$ cat src/rtl/sram_req_rsp_adapter_pkg.sv
`default_nettype none
// ============================================================================
// Package : sram_adapter_pkg
// Purpose : Shared defaults, byte-enable width helper and request record
//           type for the SRAM request/response adapter.
// Revision: 1.0 - initial release
// ============================================================================
package sram_adapter_pkg;

    localparam int unsigned DATA_WIDTH_DEF = 64;
    localparam int unsigned ADDR_WIDTH_DEF = 8;

    function automatic int unsigned be_width(input int unsigned data_width);
        return data_width / 8;
    endfunction

    typedef struct packed {
        logic                                  we;
        logic [DATA_WIDTH_DEF/8-1:0]           be;
        logic [ADDR_WIDTH_DEF-1:0]             addr;
        logic [DATA_WIDTH_DEF-1:0]             wdata;
    } sram_req_t;

endpackage
`default_nettype wire

$ cat src/rtl/sram_rsp_fifo.sv
`default_nettype none
// ============================================================================
// Module  : sram_rsp_fifo
// Purpose : Synchronous FIFO with push/pop, occupancy count and head data;
//           pointers wrap at DEPTH so any depth >= 1 is supported.
// Revision: 1.0 - initial release
// ============================================================================
module sram_rsp_fifo #(
    parameter int unsigned DEPTH = 2,
    parameter int unsigned WIDTH = 64,
    localparam int unsigned PTR_W = (DEPTH > 1) ? $clog2(DEPTH) : 1,
    localparam int unsigned CNT_W = $clog2(DEPTH + 1)
) (
    input  logic             clk_i,
    input  logic             rst_i,
    input  logic             push_i,
    input  logic [WIDTH-1:0] data_i,
    input  logic             pop_i,
    output logic [WIDTH-1:0] data_o,
    output logic [CNT_W-1:0] count_o
);

    logic [WIDTH-1:0] r_mem_q [DEPTH];
    logic [PTR_W-1:0] r_wptr_q, w_wptr_d;
    logic [PTR_W-1:0] r_rptr_q, w_rptr_d;
    logic [CNT_W-1:0] r_cnt_q,  w_cnt_d;

    function automatic logic [PTR_W-1:0] next_ptr(input logic [PTR_W-1:0] ptr);
        return (ptr == PTR_W'(DEPTH - 1)) ? '0 : ptr + PTR_W'(1);
    endfunction

    always_comb begin
        w_wptr_d = r_wptr_q;
        w_rptr_d = r_rptr_q;
        w_cnt_d  = r_cnt_q;
        if (push_i) begin
            w_wptr_d = next_ptr(r_wptr_q);
        end
        if (pop_i) begin
            w_rptr_d = next_ptr(r_rptr_q);
        end
        case ({push_i, pop_i})
            2'b10:   w_cnt_d = r_cnt_q + CNT_W'(1);
            2'b01:   w_cnt_d = r_cnt_q - CNT_W'(1);
            default: w_cnt_d = r_cnt_q;
        endcase
    end

    always_ff @(posedge clk_i) begin
        if (rst_i) begin
            r_wptr_q <= '0;
            r_rptr_q <= '0;
            r_cnt_q  <= '0;
        end else begin
            r_wptr_q <= w_wptr_d;
            r_rptr_q <= w_rptr_d;
            r_cnt_q  <= w_cnt_d;
        end
    end

    // Storage carries no reset; validity is tracked by the count alone.
    always_ff @(posedge clk_i) begin
        if (push_i) begin
            r_mem_q[r_wptr_q] <= data_i;
        end
    end

    assign data_o  = r_mem_q[r_rptr_q];
    assign count_o = r_cnt_q;

endmodule
`default_nettype wire

$ cat src/rtl/sram_req_rsp_adapter.sv
`default_nettype none
// ============================================================================
// Module  : sram_req_rsp_adapter
// Purpose : Valid/ready request channel to single-port byte-enable SRAM, with
//           credit-checked response FIFO and empty-FIFO read-data bypass.
// Revision: 1.0 - initial release
// ============================================================================
module sram_req_rsp_adapter
    import sram_adapter_pkg::*;
#(
    parameter int unsigned DATA_WIDTH = DATA_WIDTH_DEF,
    parameter int unsigned ADDR_WIDTH = ADDR_WIDTH_DEF,
    parameter int unsigned RSP_DEPTH  = 2,
    localparam int unsigned BE_WIDTH  = be_width(DATA_WIDTH)
) (
    input  logic                  Clk_CI,
    input  logic                  Rst_RI,
    input  logic                  ReqValid_SI,
    output logic                  ReqReady_SO,
    input  logic                  ReqWe_SI,
    input  logic [BE_WIDTH-1:0]   ReqBe_DI,
    input  logic [ADDR_WIDTH-1:0] ReqAddr_DI,
    input  logic [DATA_WIDTH-1:0] ReqWData_DI,
    output logic                  RspValid_SO,
    input  logic                  RspReady_SI,
    output logic [DATA_WIDTH-1:0] RspRData_DO,
    output logic                  SramCSel_SO,
    output logic                  SramWrEn_SO,
    output logic [BE_WIDTH-1:0]   SramBEn_SO,
    output logic [ADDR_WIDTH-1:0] SramAddr_DO,
    output logic [DATA_WIDTH-1:0] SramWData_DO,
    input  logic [DATA_WIDTH-1:0] SramRData_DI
);

    localparam int unsigned CNT_W = $clog2(RSP_DEPTH + 1);

    logic                  r_rd_inflight_q, w_rd_inflight_d;
    logic [CNT_W-1:0]      w_fifo_cnt;
    logic [DATA_WIDTH-1:0] w_fifo_head;
    logic [31:0]           w_occupancy;
    logic                  w_credit_ok;
    logic                  w_fire;
    logic                  w_fifo_empty;
    logic                  w_push;
    logic                  w_pop;

    // Credit counts the read already in flight, so its return always has a slot.
    assign w_occupancy  = 32'(w_fifo_cnt) + 32'(r_rd_inflight_q);
    assign w_credit_ok  = (w_occupancy < RSP_DEPTH);
    assign ReqReady_SO  = w_credit_ok & ~Rst_RI;
    assign w_fire       = ReqValid_SI & ReqReady_SO;

    assign SramCSel_SO  = w_fire;
    assign SramWrEn_SO  = w_fire & ReqWe_SI;
    assign SramBEn_SO   = ReqBe_DI;
    assign SramAddr_DO  = ReqAddr_DI;
    assign SramWData_DO = ReqWData_DI;

    assign w_rd_inflight_d = w_fire & ~ReqWe_SI;

    always_ff @(posedge Clk_CI) begin
        if (Rst_RI) begin
            r_rd_inflight_q <= 1'b0;
        end else begin
            r_rd_inflight_q <= w_rd_inflight_d;
        end
    end

    assign w_fifo_empty = (w_fifo_cnt == '0);
    assign RspValid_SO  = (r_rd_inflight_q | ~w_fifo_empty) & ~Rst_RI;
    assign RspRData_DO  = w_fifo_empty ? SramRData_DI : w_fifo_head;

    // Returning data skips the FIFO only when it is empty and the consumer takes it now.
    assign w_push = r_rd_inflight_q & ~(w_fifo_empty & RspReady_SI) & ~Rst_RI;
    assign w_pop  = ~w_fifo_empty & RspReady_SI & ~Rst_RI;

    sram_rsp_fifo #(
        .DEPTH (RSP_DEPTH),
        .WIDTH (DATA_WIDTH)
    ) u_rsp_fifo (
        .clk_i   (Clk_CI),
        .rst_i   (Rst_RI),
        .push_i  (w_push),
        .data_i  (SramRData_DI),
        .pop_i   (w_pop),
        .data_o  (w_fifo_head),
        .count_o (w_fifo_cnt)
    );

    a_no_overflow: assert property (@(posedge Clk_CI) disable iff (Rst_RI)
        (32'(w_fifo_cnt) <= RSP_DEPTH));

endmodule
`default_nettype wire
$ cat config.mk
export PLATFORM = sky130hd
export DESIGN_NAME = sram_req_rsp_adapter
export DESIGN_NICKNAME = d
export VERILOG_FILES = /design/src/rtl/sram_req_rsp_adapter_pkg.sv /design/src/rtl/sram_rsp_fifo.sv /design/src/rtl/sram_req_rsp_adapter.sv
export SDC_FILE = /design/constraint.sdc
export NUM_CORES = 1
export LEC_CHECK = 0
export CAP_MARGIN = 15
export CORE_MARGIN = 3
export CORE_UTILIZATION = 42
export DETAILED_ROUTE_END_ITERATION = 10
export GPL_TIMING_DRIVEN = 0
export PLACE_DENSITY = 0.78
export SYNTH_ARGS = -nofsm -noshare
export SYNTH_HDL_FRONTEND = slang
export SYNTH_HIERARCHICAL = 1
export SYNTH_SLANG_ARGS = --single-unit
$ cat constraint.sdc
create_clock -name Clk_CI -period 6.4 [get_ports Clk_CI]
set_input_delay 1.6 -clock Clk_CI [delete_from_list [all_inputs] [get_ports Clk_CI]]
set_output_delay 1.6 -clock Clk_CI [all_outputs]
set_load 0.02 [all_outputs]
==> metrics <==
status=finished clean; Max-Cap Viols=0; Die Height=130 um; routability cong.=0.691; DIE WIDTH=130 um; post-route cell area=9610 um^2; final wirelength=~14000 um; Main synth FF type=edfxtp_1; Syn Inst Count=381; largest net degree at the start of global routing=44; post-route ant nets=0; Async SR Flop Fraction=0; Max IR drop VDD=0.181 mV; final core occ=0.649; CTS Buffer Depth=2; vias in the first global route=4184; Power Density=252 nW/um^2; Max Freq=roughly 0.19 GHz; drt drc=0; R2R Path Start=u_rsp_fifo/count_o[0]; fraction of layout cells with a size suffix above 1=0.410; fillers=1059; Ports=297; Setup TNS=0 ps; GRT Residual Overflow=0; Layout Skew=5.07 ps; RR Endpoint=u_rsp_fifo/r_mem_q[0][25]; CP Data Required Time=4800 ps; synth warn=6; Critical Path Start Type=input port; initial antenna violation count=0; cts repair resizes=0; CTS buffer count=17; Least-Margin Pin Slew=682 ps; fin crit period=5190 ps; Seq/Total Area, Yosys=0.613; Detailed Routing Iterations Pass 1=4; clock latency on the worst-skew pair=410 ps; Hold Path Class=register to register; Syn Nets=531; Syn-to-layout area delta=48.5%; Cell Area, Placed=a little under 9000 um^2; critical path capture point type=primary output; Post-CTS Setup Repair Bufs=0; Unique masters post-synth=24; RSZ-0062 raised after global routing=false; DR iter-0 viols=171; dpl hpwl=10200 um; Placeable Area=14800 um^2; WL per Instance=17.1 um; first-pass GRT wire length=roughly 21000 um; static leakage=3.64 nW; CTS tree=done; initial core utilization=0.437; commonest non-fill, non-tap cells in the layout=clkdlybuf4s50_1 (216), edfxtp_1 (128), mux2_2 (90), buf_4 (81), mux2_4 (38); clk sinks=134; Reg clk slew, reported paths=60 ps; HP Start=u_rsp_fifo/r_rptr_q; commonest non-fill, non-tap cell in the layout=clkdlybuf4s50_1; Mapped Avg Cell Area=approximately 17 um^2; crit share post-route=0.810; length in cells of the worst reg-to-reg path=8; n_diodes=0; CTS root buffer=clkbuf_16; Data arrival, critical path=approximately 3600 ps; Port Buf Inserts=~220; # nets final=769; Rows=between 40 and 50; vias per inst=between 4 and 5; # hold bufs at CTS=0; final hold vios=0; H-tree depth=4; CP Capture Point=SramWrEn_SO; Total GRT Usage=0.163; Post-synth EDFFs=128; crit path from=Rst_RI; cell area after synthesis=6470 um^2; vias=3844; flop and latch count out of synthesis=134; relative slew slack=0.544; max-slew violations=0; path type of the worst setup path=input port to primary output; Die ar.=16900 um^2; reg2reg setup slack=3790 ps; Setup Viol. Count Final=0; Max Fanout on Critical Path=9
[logic make-up after synthesis]
logic type / share of synthesized area
buffers and inverters: 0.119
XOR/XNOR: 0.00541
AO/OA/AOI/OAI: 0.00348
flip-flops: 0.613
adder cells (fa/ha/maj): 0.00193
AND/OR/NAND/NOR: 0.0126
multiplexers: 0.245
[routing by layer]
layer  up-vias  wire, um  GRT usage
met5         -         0          0
met4         0       227     0.0617
met3        18       906     0.0479
met2       174      7580      0.294
met1      1836      5260      0.181
li1       1816         -          -
[registers in the layout (all words and copies together) (netlist names), named ones only]
signal,count
r_rd_inflight_q,1
u_rsp_fifo/count_o,2
u_rsp_fifo/r_mem_q,128
u_rsp_fifo/r_rptr_q,1
u_rsp_fifo/r_wptr_q,1
[worst min-delay path by stage]
| stage | to | slack [ps] | depth (start not counted) |
|---|---|---|---|
| after detailed placement | register | 510 | 2 |
| after global placement | u_rsp_fifo/r_rptr_q | 500 | 2 |
| after floorplan | register | 480 | 2 |
| after CTS | register | 530 | 2 |
| final | register | 530 | 2 |
| after global routing | u_rsp_fifo/r_rptr_q | 570 | 2 |
[per-stage QoR]
step           hold WS, ps  total power [mW]  std cells  setup slack (ps)
3_3_place_gp           496              1.36        781             -1110
5_1_grt                572              2.50        816              1120
3_5_place_dp           505              1.36        784              1180
4_1_cts                530              2.45        816              1160
6_report               529              2.42        816              1210
2_1_floorplan          481              1.18        381              1230
[final cells by class]
| cell class | count | area, um^2 | area share |
|---|---|---|---|
| Buffer | 94 | 768 | 0.0799 |
| Multi-Input combinational cell | 152 | 1750 | 0.182 |
| Inverter | 1 | 3.75 | 0.000391 |
| Sequential cell | 134 | 3960 | 0.412 |
| Clock inverter | 14 | 231 | 0.0241 |
| Timing Repair Buffer | 219 | 2240 | 0.233 |
| Tap cell | 184 | 230 | 0.0240 |
| Clock buffer | 18 | 429 | 0.0447 |
[report_power, final]
part / switching [mW] / internal, mW
clock network: 0.353 / 0.728
logic: 0.154 / 0.217
registers: 0.00227 / 0.968
total: 0.508 / 1.91
[cells in the mapped netlist (2+ instances only)]
library cell / number / area [um^2]
edfxtp_1: 128 / 3840
mux2_2: 90 / 1010
buf_4: 81 / 608
mux2_4: 38 / 571
buf_6: 8 / 90.1
dfxtp_1: 6 / 120
nor2_1: 6 / 22.5
buf_12: 3 / 60.1
xnor2_1: 3 / 26.3
a21oi_1: 2 / 10.0
and2_1: 2 / 12.5
buf_2: 2 / 10.0
[critical path, cell delays in order]
cell and delay, ps:
clkdlybuf4s50_1 540, a211oi_1 560, and3_1 270, clkdlybuf4s50_1 610
No activity file was read; power rests on OpenSTA's default activity.
